<file path="src/rtl/morphle_cfg_loader.sv">
// Morphle Logic configuration loader.
// Wishbone slave that shifts a software-written word bit-serially into one of
// CHAINS config chains under a programmable divided clock, captures the bits
// returning from the same chain, and flags completion with a level interrupt.
module morphle_cfg_loader #(
   parameter logic [31:0] BASE_ADDR = 32'h3000_0000,
   parameter int          CHAINS    = 4,
   parameter int          DIV_W     = 8
) (
   input  logic              wb_clk_i,
   input  logic              wb_rst_n,
   input  logic              wbs_cyc_i,
   input  logic              wbs_stb_i,
   input  logic              wbs_we_i,
   input  logic [3:0]        wbs_sel_i,
   input  logic [31:0]       wbs_adr_i,
   input  logic [31:0]       wbs_dat_i,
   output logic              wbs_ack_o,
   output logic [31:0]       wbs_dat_o,
   output logic [CHAINS-1:0] cfg_clk_o,
   output logic [CHAINS-1:0] cfg_data_o,
   input  logic [CHAINS-1:0] cfg_data_i,
   output logic              cfg_reset_o,
   output logic              irq_o
);

   // 9 bits so that CHAINS = 256 still compares correctly against an 8-bit select
   localparam logic [8:0] CHAINS_L = 9'(CHAINS);

   localparam logic [2:0] OFS_CTRL   = 3'd0;
   localparam logic [2:0] OFS_STATUS = 3'd1;
   localparam logic [2:0] OFS_TXDATA = 3'd2;
   localparam logic [2:0] OFS_RXDATA = 3'd3;
   localparam logic [2:0] OFS_DIV    = 3'd4;

   typedef enum logic [1:0] {
      ST_IDLE,
      ST_LOW,
      ST_HIGH,
      ST_DONE
   } state_t;

   state_t state_q, state_d;

   // bus capture stage (hit cycle -> ack cycle)
   logic              ack_p1;
   logic              we_p1;
   logic [2:0]        adr_p1;
   logic [31:0]       wdat_p1;
   logic [31:0]       rdat_p1;

   logic              hit;
   logic [31:0]       rd_mux;

   // architectural registers
   logic              cfg_rst_q;
   logic              irq_en_q;
   logic [4:0]        nb_q;
   logic [7:0]        sel_q;
   logic              done_q;
   logic              ovr_q;
   logic [31:0]       tx_q;
   logic [31:0]       rx_q;
   logic [DIV_W-1:0]  div_q;

   // shift engine state, latched when a shift starts
   logic [7:0]        cur_sel_q;
   logic [DIV_W-1:0]  div_lat_q;
   logic [DIV_W-1:0]  cnt_q;
   logic [4:0]        bits_q;

   logic              wr_go, wr_ctrl, wr_stat, wr_tx, wr_div;
   logic              busy_now, busy_bit, sel_ok, start_req, start_ok, ovr_set;
   logic              capture, shift_tx, set_done;
   logic              din_sel;

   // byte selects and the aliased offset bits carry no meaning here
   logic              unused_bus;
   assign unused_bus = ^{wbs_sel_i, wbs_adr_i[7:5], wbs_adr_i[1:0]};

   assign hit = wbs_cyc_i & wbs_stb_i & (wbs_adr_i[31:8] == BASE_ADDR[31:8]);

   // Writes are applied at the end of the ack cycle, using the values captured at the hit.
   assign wr_go   = ack_p1 & we_p1;
   assign wr_ctrl = wr_go & (adr_p1 == OFS_CTRL);
   assign wr_stat = wr_go & (adr_p1 == OFS_STATUS);
   assign wr_tx   = wr_go & (adr_p1 == OFS_TXDATA);
   assign wr_div  = wr_go & (adr_p1 == OFS_DIV);

   // DONE counts as busy for bus-side locking so a start cannot collide with the wrap to IDLE
   assign busy_now  = (state_q != ST_IDLE);
   assign busy_bit  = (state_q == ST_LOW) | (state_q == ST_HIGH);
   assign sel_ok    = ({1'b0, wdat_p1[23:16]} < CHAINS_L);
   assign start_req = wr_ctrl & wdat_p1[0];
   assign start_ok  = start_req & sel_ok & ~busy_now;
   assign ovr_set   = (start_req & (busy_now | ~sel_ok)) | ((wr_tx | wr_div) & busy_now);

   assign cfg_reset_o = cfg_rst_q;
   assign irq_o       = done_q & irq_en_q;
   assign wbs_ack_o   = ack_p1;
   assign wbs_dat_o   = rdat_p1;

   // Read mux, sampled at the hit cycle.
   always_comb begin
      rd_mux = 32'h0;
      case (wbs_adr_i[4:2])
         OFS_CTRL:   rd_mux = {8'h0, sel_q, 3'b000, nb_q, 4'h0, irq_en_q, cfg_rst_q, 2'b00};
         OFS_STATUS: rd_mux = {29'h0, ovr_q, done_q, busy_bit};
         OFS_TXDATA: rd_mux = tx_q;
         OFS_RXDATA: rd_mux = rx_q;
         OFS_DIV:    rd_mux = 32'(div_q);
         default:    rd_mux = 32'h0;
      endcase
   end

   // Registered single-cycle ack plus capture of the access for the ack cycle.
   always_ff @(posedge wb_clk_i or negedge wb_rst_n) begin
      if (!wb_rst_n) begin
         ack_p1  <= 1'b0;
         we_p1   <= 1'b0;
         adr_p1  <= 3'd0;
         wdat_p1 <= 32'h0;
         rdat_p1 <= 32'h0;
      end else begin
         ack_p1 <= hit & ~ack_p1;
         if (hit & ~ack_p1) begin
            we_p1   <= wbs_we_i;
            adr_p1  <= wbs_adr_i[4:2];
            wdat_p1 <= wbs_dat_i;
            rdat_p1 <= wbs_we_i ? 32'h0 : rd_mux;
         end else begin
            rdat_p1 <= 32'h0;
         end
      end
   end

   // Shift sequencer: state register.
   always_ff @(posedge wb_clk_i or negedge wb_rst_n) begin
      if (!wb_rst_n) begin
         state_q <= ST_IDLE;
      end else begin
         state_q <= state_d;
      end
   end

   // Shift sequencer: next state and per-cycle strobes.
   always_comb begin
      state_d  = state_q;
      capture  = 1'b0;
      shift_tx = 1'b0;
      set_done = 1'b0;
      case (state_q)
         ST_IDLE: begin
            if (start_ok) state_d = ST_LOW;
         end
         ST_LOW: begin
            if (cnt_q == '0) begin
               state_d = ST_HIGH;
               capture = 1'b1;
            end
         end
         ST_HIGH: begin
            if (cnt_q == '0) begin
               shift_tx = 1'b1;
               if (bits_q == 5'd0) begin
                  state_d  = ST_DONE;
                  set_done = 1'b1;
               end else begin
                  state_d = ST_LOW;
               end
            end
         end
         ST_DONE: begin
            state_d = ST_IDLE;
         end
         default: state_d = ST_IDLE;
      endcase
   end

   // Phase timer and bit counter; the timer reloads on every phase change.
   always_ff @(posedge wb_clk_i or negedge wb_rst_n) begin
      if (!wb_rst_n) begin
         cnt_q     <= '0;
         div_lat_q <= '0;
         bits_q    <= 5'd0;
         cur_sel_q <= 8'h0;
      end else begin
         if (start_ok) begin
            cnt_q     <= div_q;
            div_lat_q <= div_q;
            bits_q    <= wdat_p1[12:8];
            cur_sel_q <= wdat_p1[23:16];
         end else begin
            if (state_d != state_q) begin
               cnt_q <= div_lat_q;
            end else if (cnt_q != '0) begin
               cnt_q <= cnt_q - 1'b1;
            end
            if (shift_tx && bits_q != 5'd0) begin
               bits_q <= bits_q - 5'd1;
            end
         end
      end
   end

   // Control and status registers; a completing shift wins over a same-cycle W1C.
   always_ff @(posedge wb_clk_i or negedge wb_rst_n) begin
      if (!wb_rst_n) begin
         cfg_rst_q <= 1'b0;
         irq_en_q  <= 1'b0;
         nb_q      <= 5'd0;
         sel_q     <= 8'h0;
         done_q    <= 1'b0;
         ovr_q     <= 1'b0;
      end else begin
         if (wr_ctrl) begin
            cfg_rst_q <= wdat_p1[2];
            irq_en_q  <= wdat_p1[3];
            if (!busy_now) begin
               nb_q  <= wdat_p1[12:8];
               sel_q <= wdat_p1[23:16];
            end
         end
         if (set_done) begin
            done_q <= 1'b1;
         end else if (wr_stat && wdat_p1[1]) begin
            done_q <= 1'b0;
         end
         if (ovr_set) begin
            ovr_q <= 1'b1;
         end else if (wr_stat && wdat_p1[2]) begin
            ovr_q <= 1'b0;
         end
      end
   end

   // Data registers: TXDATA doubles as the outgoing shift register, RXDATA fills from the LSB.
   always_ff @(posedge wb_clk_i or negedge wb_rst_n) begin
      if (!wb_rst_n) begin
         tx_q  <= 32'h0;
         rx_q  <= 32'h0;
         div_q <= '0;
      end else begin
         if (wr_tx && !busy_now) begin
            tx_q <= wdat_p1;
         end else if (shift_tx) begin
            tx_q <= {1'b0, tx_q[31:1]};
         end
         if (start_ok) begin
            rx_q <= 32'h0;
         end else if (capture) begin
            rx_q <= {rx_q[30:0], din_sel};
         end
         if (wr_div && !busy_now) begin
            div_q <= wdat_p1[DIV_W-1:0];
         end
      end
   end

   // Chain fan-out: only the latched chain sees clock and data; all others stay low.
   always_comb begin
      cfg_clk_o  = '0;
      cfg_data_o = '0;
      din_sel    = 1'b0;
      for (int i = 0; i < CHAINS; i++) begin
         if (cur_sel_q == 8'(i)) begin
            cfg_clk_o[i]  = (state_q == ST_HIGH);
            cfg_data_o[i] = busy_bit & tx_q[0];
            din_sel       = cfg_data_i[i];
         end
      end
   end

endmodule
</file>
<file path="config.mk">
export PLATFORM = sky130hd
export DESIGN_NAME = morphle_cfg_loader
export DESIGN_NICKNAME = d
export VERILOG_FILES = /design/src/rtl/morphle_cfg_loader.sv
export SDC_FILE = /design/constraint.sdc
export NUM_CORES = 1
export LEC_CHECK = 0
export ABC_AREA = 1
export CAP_MARGIN = 10
export CORE_AREA = 2 2 143 145
export CTS_CLUSTER_DIAMETER = 50
export DETAILED_ROUTE_END_ITERATION = 12
export DIE_AREA = 0 0 145 147
export SYNTH_ARGS = -nofsm -noshare
export SYNTH_HDL_FRONTEND = slang
export SYNTH_SLANG_ARGS = --single-unit
</file>
<file path="constraint.sdc">
create_clock -name wb_clk_i -period 2.8 [get_ports wb_clk_i]
set_clock_uncertainty 0.05 [all_clocks]
set_input_delay 0.56 -clock wb_clk_i [delete_from_list [all_inputs] [get_ports wb_clk_i]]
set_output_delay 0.56 -clock wb_clk_i [all_outputs]
set_load 0.01 [all_outputs]
</file>
# --- Word-level counts from Yosys, hierarchy flattened ---
# Cells that the tools add are included.
op_classes:
  n_bitwise: 22
  muxes: 39
  shifts: 0
  eq_ne: 15
  add_sub_neg: 2
  n_reduce_logical: 22
  div_mod_pow: 0
  order_cmp: 1
  n_mul: 0
ops:
  columns: ["op", "count"]
  rows:
  - ["32-bit two-way mux", 6]
  - ["32-bit one-hot mux with 5 select lines", 1]
  - ["24-bit by 22-bit == test with 1-bit output, second input constant", 1]
  - ["8-bit two-way mux", 3]
  - ["1-bit two-way mux", 22]
  - ["8-bit by 2-bit == test with 1-bit output, second input constant", 2]
  - ["8-bit logical NOT", 2]
  - ["1-bit bitwise AND", 15]
  - ["2-bit nonzero test", 6]
  - ["5-bit two-way mux", 2]
  - ["3-bit by 2-bit == test with 1-bit output, second input constant", 3]
  - ["8-bit by 1-bit == test with 1-bit output, second input constant", 1]
  - ["8-bit by 3-bit less-than comparator with 1-bit output, second input constant", 1]
  - ["2-bit two-way mux", 4]
  - ["2-bit one-hot mux with 4 select lines", 1]
  - ["8-bit nonzero test", 1]
  - ["8-bit by 1-bit subtractor with 8-bit output, second input constant", 1]
  - ["3-bit by 1-bit == test with 1-bit output, second input constant", 2]
  - ["3-bit == test, second input constant", 2]
  - ["3-bit logical NOT", 2]
  - ["1-bit logical AND", 5]
  - ["5-bit logical NOT", 1]
  - ["5-bit nonzero test", 1]
  - ["5-bit by 1-bit subtractor with 5-bit output, second input constant", 1]
  - ["9 further kinds", 15]
totals:
  elab_cells: 120
  memories: 0
  latchBits: 0
  ram_bits: 0
  ff_bits: 189
  romBits: 0
  output_inout_bits: 43

# --- Longest topological paths before layout ---
# Gate-level depths: netlist of the first run.
depth:
  depth_word: 10
  mapped_depth: 17

# --- Worst setup path after synthesis of the first run ---
# OpenSTA, ideal clock, no wires.
synth_path:
  kind: "register -> register"
  from: "reg state_q[0]"
  to: "reg cnt_q[1]"
  period_less_slack_ns: 1.974
  setup_time_ns: 0.124
  path_stages_with_launch: 15
  required_ns: 2.626
  arrival_time_ns: 1.799
  slack_ns: 0.826
  n_path_buf: 1
  path_cell_list: "dfrtp_1 -> inv_1 -> ha_1 -> nand3_1 -> nor2_2 -> nand2_4 -> nand3_2 -> nand3_2 -> nand2_4 -> nand2_4 -> buf_8 -> nand2_1 -> nand2_1 -> nand2_1 -> nand3_1"
synth_via:
  elab_chain_len: 8
  elab_cells_between_ends: 15
  cone_classes: "eq/ne (4); mux (6); bitwise (2); reduce/logical (3)"
synth_lines:
  columns: ["item", "line", "rtl"]
  rows:
  - ["start, declared", "43", "state_t state_q, state_d;"]
  - ["start signal, assigned", "142", "state_q <= state_d;"]
  - ["2-bit nonzero test", "91", "assign busy_now = (state_q != ST_IDLE);"]
  - ["1-bit NOT (no source line)", null, null]
  - ["1-bit bitwise AND", "95", "assign start_ok = start_req & sel_ok & ~busy_now;"]
  - ["2-bit two-way mux", "154", "if (start_ok) state_d = ST_LOW;"]
  - ["2-bit one-hot mux with 4 select lines", "152", "case (state_q)"]
  - ["2-bit inequality test", "194", "if (state_d != state_q) begin"]
  - ["8-bit two-way mux", "194", null]
  - ["8-bit two-way mux", "188", "if (start_ok) begin"]
  - ["end signal, assigned", "189", "cnt_q <= div_q;"]
  - ["end signal, assigned", "195", "cnt_q <= div_lat_q;"]
  - ["end signal, assigned", "197", "cnt_q <= cnt_q - 1'b1;"]
  - ["end, declared", "69", "logic [DIV_W-1:0] cnt_q;"]
# Several ways; a longest one is shown, not always the timed one.
# A chain may end at the register's enable or synchronous reset.

# --- Worst setup path in the final report of the first run ---
layout_path:
  from: "reg state_q[0]"
  to: "out cfg_data_o[0]"
layout_via:
  elab_chain_len: 4
  elab_cells_between_ends: 5
  cone_classes: "eq/ne (2); mux (1); bitwise (2)"
layout_lines:
  columns: ["item", "line", "rtl"]
  rows:
  - ["2-bit by 1-bit == test with 1-bit output / 2-bit == test (equally long branches)", "92", "assign busy_bit = (state_q == ST_LOW) | (state_q == ST_HIGH);"]
  - ["1-bit OR (*)", "92", null]
  - ["1-bit bitwise AND (*)", "268", "cfg_data_o[i] = busy_bit & tx_q[0];"]
  - ["1-bit two-way mux (*)", "266", "if (cur_sel_q == 8'(i)) begin"]
  - ["end, declared", "21", "output logic [CHAINS-1:0] cfg_data_o,"]
# Every way passes the cells marked *; elsewhere a longest branch is shown, timed or not.

==> results of run 1 <==
critical path: stages (launching register included):
cell and delay (ns):
sky130_fd_sc_hd__dfrtp_1 0.42, sky130_fd_sc_hd__inv_2 0.10, sky130_fd_sc_hd__ha_1 0.33, sky130_fd_sc_hd__nand2_1 0.12
sky130_fd_sc_hd__nor2_1 0.13, sky130_fd_sc_hd__clkdlybuf4s50_1 0.55
cell type report:
class | instances | share of cell area, %
multi-input cells | 574 | 27.85
clock buffers | 17 | 4.042
clock inverters | 15 | 1.759
flip-flops and latches | 189 | 44.94
repair buffers | 142 | 13.35
well taps | 270 | 3.210
inverters | 136 | 4.850
cells by family after synthesis:
kind of cell / after synthesis / share of synthesized area [%]
and+or+nand+nor: 316 / 16.57
AOI/OAI and AO/OA: 242 / 16.33
DFF: 189 / 56.88
buffers and inverters: 176 / 8.172
xor gates and xnor gates: 8 / 0.8428
adders and majority gates: 8 / 1.204
timing repair:
| item | in CTS | in global routing |
|---|---|---|
| setup buffers | 0 | 4 |
| pin swaps | 0 | 1 |
| resized for setup | 1 | 9 |
| setup endpoints to repair | 2 | 8 |
cell usage in the layout, fill, tap and decap left out, types with 10 or more instances in the layout:
| cell | instances |
|---|---|
| sky130_fd_sc_hd__dfrtp_1 | 189 |
| sky130_fd_sc_hd__nand2_1 | 183 |
| sky130_fd_sc_hd__inv_1 | 123 |
| sky130_fd_sc_hd__clkdlybuf4s50_1 | 105 |
| sky130_fd_sc_hd__o21ai_0 | 97 |
| sky130_fd_sc_hd__nor2_1 | 63 |
| sky130_fd_sc_hd__o22ai_1 | 40 |
| sky130_fd_sc_hd__a21oi_1 | 37 |
| sky130_fd_sc_hd__o21ai_1 | 34 |
| sky130_fd_sc_hd__buf_4 | 28 |
| sky130_fd_sc_hd__nand3_1 | 24 |
| sky130_fd_sc_hd__a22oi_1 | 20 |
| sky130_fd_sc_hd__clkbuf_16 | 17 |
| sky130_fd_sc_hd__nand2_2 | 10 |
| sky130_fd_sc_hd__nand4_1 | 10 |
report_power, final:
group,switching (W),internal [W]
Combinational,0.000101,0.0000996
Clock,0.00124,0.00122
Sequential,0.000000000606,0.00273
through the flow:
stage	cells	utilization [%]	hold slack [ns]	power, W	setup WS [ns]
floorplan	939	-	0.2144	0.002805	0.8264
global placement	1307	49.65	0.4087	0.002985	0.2011
detailed placement	1307	49.65	0.4100	0.002986	0.2235
CTS	1339	52.76	0.06490	0.005440	0.02730
global route	1343	53.04	0.07872	0.005560	0.01429
finish	1343	53.04	0.03788	0.005393	0.09914
how the worst max path moves through the flow:
stage / endpoint / cells past startpoint / slack, ns / from
2_1_floorplan: cnt_q[1]$_DFFE_PN0P_ / 14 / 0.83 / state_q[0]$_DFF_PN0_
3_3_place_gp: wbs_dat_o[21]$_DFF_PN0_ / 10 / 0.20 / wbs_adr_i[28]
3_5_place_dp: wbs_dat_o[20]$_DFF_PN0_ / 10 / 0.22 / wbs_adr_i[28]
4_1_cts: cfg_data_o[3] / 5 / 0.03 / state_q[0]$_DFF_PN0_
5_1_grt: cfg_data_o[1] / 6 / 0.01 / cur_sel_q[3]$_DFFE_PN0P_
6_report: cfg_data_o[0] / 5 / 0.1 / state_q[0]$_DFF_PN0_
registers in the layout, indices dropped and copies added (netlist names), 2 cells and up:
signal	count
rx_q	32
tx_q	32
wbs_dat_o	32
wdat_p1	32
cnt_q	8
cur_sel_q	8
div_lat_q	8
div_q	8
sel_q	8
bits_q	5
nb_q	5
adr_p1	3
state_q	2
routing by layer:
layer	track usage, %	part of all wire, %	up-vias
met5	0	0	-
met4	5.495	1.5	0
met3	6.025	6.4	21
met2	33.45	46	192
met1	29.42	46	3220
li1	-	-	3320
==> impl_metrics.tcl, run 1 <==
set metrics [dict create \
    yosysWarnings 0 \
    path_class "reg2out" \
    vias 6753 \
    placedInstanceArea_sq_um 9852 \
    reg2reg_to "tx_q[13]$_DFFE_PN0P_" \
    power_leakage_nw 4.947 \
    setup_repair_after_global_routing_missed_its_margin "false" \
    clock_tree_from_tritoncts "built" \
    syn_nets 1024 \
    route.detailed.wl_per_inst_um 16.07 \
    core-area_sq_um 19840 \
    timing.final.crit_share_pct 96.46 \
    powerDensity_nw_per_um2 512.4 \
    gr-total-overflow 0 \
    postSynthCellCount 939 \
    area_occupied_by_multi_input_gates_sq_um 2932 \
    synth-main-ff-cell "sky130_fd_sc_hd__dfrtp_1" \
    cts.htree.levels 4 \
    die-height_um 147 \
    number_of_global_route_vias_before_repair 6749 \
    synth_to_layout_area_growth_pct 26.59 \
    timing.fmax_mhz 370.3 \
    total_nets_final 1145 \
    postLayoutCellArea_sq_um 10530 \
    largest_area_contributor_in_the_synthesized_netlist "sky130_fd_sc_hd__dfrtp_1" \
    grt_max_degree 65 \
    r2r_setup_slack_ns 0.47 \
    floorplan.rows 52 \
    synth.distinct_cells 37 \
    timing.slew.headroom_pct 62.42 \
    peak_fanout_along_the_critical_path 6 \
    max_slew.worst_pin.slew_ns 0.5637 \
    postSynthRegisterBits 189 \
    route.antenna.remaining_nets 0 \
    final_period_minus_worst_setup_slack_ns 2.701 \
    final-hold-violation-count 0 \
    clock_insertion_delay_worst_skew_ns 0.44 \
    detail_route.first_pass.iterations 5 \
    die_width_um 145 \
    detail_route.iter0.violations 391 \
    arrival_time_worst_endpoint_ns 2.09 \
    max-vdd-ir-drop_mv 0.3591 \
    timing.hold.worst.class "in2async" \
    cp.required_ns 2.19 \
    synthTopCellsByCount "189 x sky130_fd_sc_hd__dfrtp_1, 183 x sky130_fd_sc_hd__nand2_1, 125 x sky130_fd_sc_hd__inv_1" \
    max-cap-violations 0 \
    grt_pass1_wl_mm 35.49 \
    area.sequential_sq_um 4730 \
    fp.dieArea_sq_um 21320 \
    clock_buffer_depth 2 \
    ys_top_cells_by_area "sky130_fd_sc_hd__dfrtp_1 57%, sky130_fd_sc_hd__nand2_1 8.3%, sky130_fd_sc_hd__o21ai_0 5.8%" \
    drive_gt1_share_pct 9.692 \
    synthesis.area_per_instance_sq_um 8.854 \
    async_flop_share_pct 100.0 \
    portBuffers 110 \
    end_kind "output pin" \
    rr_worst_depth 10 \
    finalSetupViolations 0 \
    synth.yosys.seq_area_share_pct 56.88 \
    fill_cells 1812 \
    clkTransAtPathRegs_ns 0.08 \
    crit_path_start_kind "flop" \
    floorplan.io_pins 120 \
    finalWeightedCongestion 0.8490 \
    grt.total_usage_pct 21.32 \
    rr_startpoint "state_q[0]$_DFF_PN0_" \
    cts-buffers-inserted 17 \
    drc 0 \
    status "complete, no violations" \
    edff_count_synth 0 \
    wl_mm 21.59 \
    tns_ns 0 \
    post_synthesis_instance_area_sq_um 8314 \
    clkSinkCount 189 \
    antenna_cells 0 \
    maxSlewViolCount 0 \
    floorplan.initialDensity_pct 41.90 \
    netlist.area_leader.share_pct 56.88 \
    hold_buffers 0 \
    dp_hpwl_mm 15.38 \
    yosys.cell_count.top_type "sky130_fd_sc_hd__dfrtp_1" \
    cts.root.buffer_cell "sky130_fd_sc_hd__clkbuf_16" \
    grt_antenna_before_repair 0 \
    viasPerCell 5.028 \
]
Note: power is estimated with default switching activity, not from simulation.
==> run 2: changes to the inputs <==
Settings changed: CORE_AREA 2 2 143 145 to 2 2 183 113, DIE_AREA 0 0 145 147 to 0 0 185 115.
==> impl_metrics.tcl, run 2 (synthesized netlist as in run 1, its figures left out) <==
set metrics [dict create \
    critPathBufInv 2 \
    final_period_minus_worst_setup_slack_ns 2.679 \
    drive_gt1_share_pct 9.014 \
    setup_repair_after_global_routing_missed_its_margin "true" \
    postLayoutCellArea_sq_um 10490 \
    gr-total-overflow 0 \
    timing.final.crit_share_pct 95.69 \
    floorplan.rows 40 \
    grt_max_degree 65 \
    critical_path.startpoint "state_q[1]$_DFF_PN0_" \
    clock_insertion_delay_worst_skew_ns 0.44 \
    max-vdd-ir-drop_mv 0.4397 \
    path_cells "inv_1, ha_4, nand2_2, nor2_1, clkdlybuf4s50_1" \
    portBuffers 110 \
    timing.slew.headroom_pct 58.92 \
    detail_route.iter0.violations 589 \
    mostFrequentLayoutCell "sky130_fd_sc_hd__dfrtp_1" \
    clkTransAtPathRegs_ns 0.07 \
    status "complete, no violations" \
    sw_frac_of_total_pct 21.59 \
    finalWeightedCongestion 0.8640 \
    peak_fanout_along_the_critical_path 5 \
    dp_hpwl_mm 15.41 \
    crit_path_max_incr_delay_ns 0.55 \
    vias 6741 \
    finalSetupViolations 0 \
    internal_power_w 0.004237 \
    r2r_setup_slack_ns 0.50 \
    synth_to_layout_area_growth_pct 26.14 \
    max-cap-violations 0 \
    die_width_um 185 \
    core-area_sq_um 19620 \
    number_of_global_route_vias_before_repair 6604 \
    route.antenna.remaining_nets 0 \
    cp.required_ns 2.19 \
    grt.total_usage_pct 22.18 \
    cts-buffers-inserted 17 \
    reg2reg_to "tx_q[0]$_DFFE_PN0P_" \
    rr_startpoint "state_q[0]$_DFF_PN0_" \
    final-hold-violation-count 0 \
    timing.hold.worst.class "in2async" \
    maxSlewViolCount 0 \
    clock_buffer_depth 2 \
    floorplan.io_pins 120 \
    end_kind "output pin" \
    grt_pass1_wl_mm 35.80 \
    power_w 0.005403 \
    grt_antenna_before_repair 0 \
    cts.htree.levels 4 \
    crit_path_start_kind "flop" \
    arrival_time_worst_endpoint_ns 2.07 \
    power_leakage_nw 4.835 \
    antenna_cells 0 \
    part_of_the_power_in_registers_pct 50.5 \
    timing.fmax_mhz 373.2 \
    slowest_stage "sky130_fd_sc_hd__clkdlybuf4s50_1" \
    timing.critical_path.max_delay_family "buffers and inverters" \
    comb_power_share_pct 3.7 \
    tns_ns 0 \
    powerDensity_nw_per_um2 515.2 \
    floorplan.initialDensity_pct 42.38 \
    p_sw_w 0.001166 \
    hold_buffers 0 \
    max_slew.worst_pin.slew_ns 0.6145 \
    path_class "reg2out" \
    total_nets_final 1137 \
    fraction_of_power_consumed_by_the_clock_network_pct 45.8 \
    placedInstanceArea_sq_um 9849 \
    drc 0 \
    clock_tree_from_tritoncts "built" \
    detail_route.first_pass.iterations 5 \
    pre_cts_ws_ns 0.1829 \
    viasPerCell 5.038 \
    wl_mm 22.15 \
    rr_worst_depth 10 \
    route.detailed.wl_per_inst_um 16.55 \
    cts.root.buffer_cell "sky130_fd_sc_hd__clkbuf_16" \
    die-height_um 115 \
    commonest_cells_after_routing_fill_and_taps_aside "189 x sky130_fd_sc_hd__dfrtp_1, 182 x sky130_fd_sc_hd__nand2_1, 122 x sky130_fd_sc_hd__inv_1" \
    clkSinkCount 189 \
    fp.dieArea_sq_um 21280 \
    fin_ws_ns 0.1206 \
]
==> run 2: metrics by stage <==
step	utilization (%)	hold WS (ns)	instances
after floorplan	-	0.2144	939
after global placement	50.20	0.4084	1305
after detailed placement	50.20	0.4152	1305
after CTS	53.30	0.07583	1337
after global routing	53.46	0.08266	1338
final	53.46	0.06630	1338
==> run 2: power by group through the flow <==
stage	registers, W	logic (W)	clock network (W)
3_5_place_dp	0.00278	0.000202	0
6_report	0.00273	0.000198	0.00248
4_1_cts	0.00273	0.000202	0.00252
3_3_place_gp	0.00278	0.000201	0
5_1_grt	0.00273	0.000218	0.00265
2_1_floorplan	0.00278	0.0000232	0
==> run 2: how the worst max path moves through the flow <==
stage	end	depth (start not counted)
detailed placement	wbs_dat_o[20]$_DFF_PN0_	9
floorplan	cnt_q[1]$_DFFE_PN0P_	14
global placement	wbs_dat_o[20]$_DFF_PN0_	9
finish	cfg_data_o[3]	5
CTS	cfg_data_o[3]	5
global route	cfg_data_o[3]	6
==> run 2: area by class of cell <==
class	count	area, sq um
clock buffers	19	432.9
clock inverters	13	165.2
fillers	1858	9131
inverters	136	510.5
multi-input cells	574	2948
flip-flops and latches	189	4730
well taps	273	341.6
repair buffers	134	1360
==> run 2: repair_timing <==
item / in CTS / in global routing
setup buffers: 0 / 1
pin swaps: 0 / 1
gates cloned: 0 / 0
resized for setup: 2 / 6
endpoints found under the setup margin: 5 / 8
==> run 2: layer usage <==
metal,track usage (%),part of all wire [%]
met3,5.892,6.8
met4,5.556,1.2
met5,0,0
met1,34.91,52
met2,29.94,40
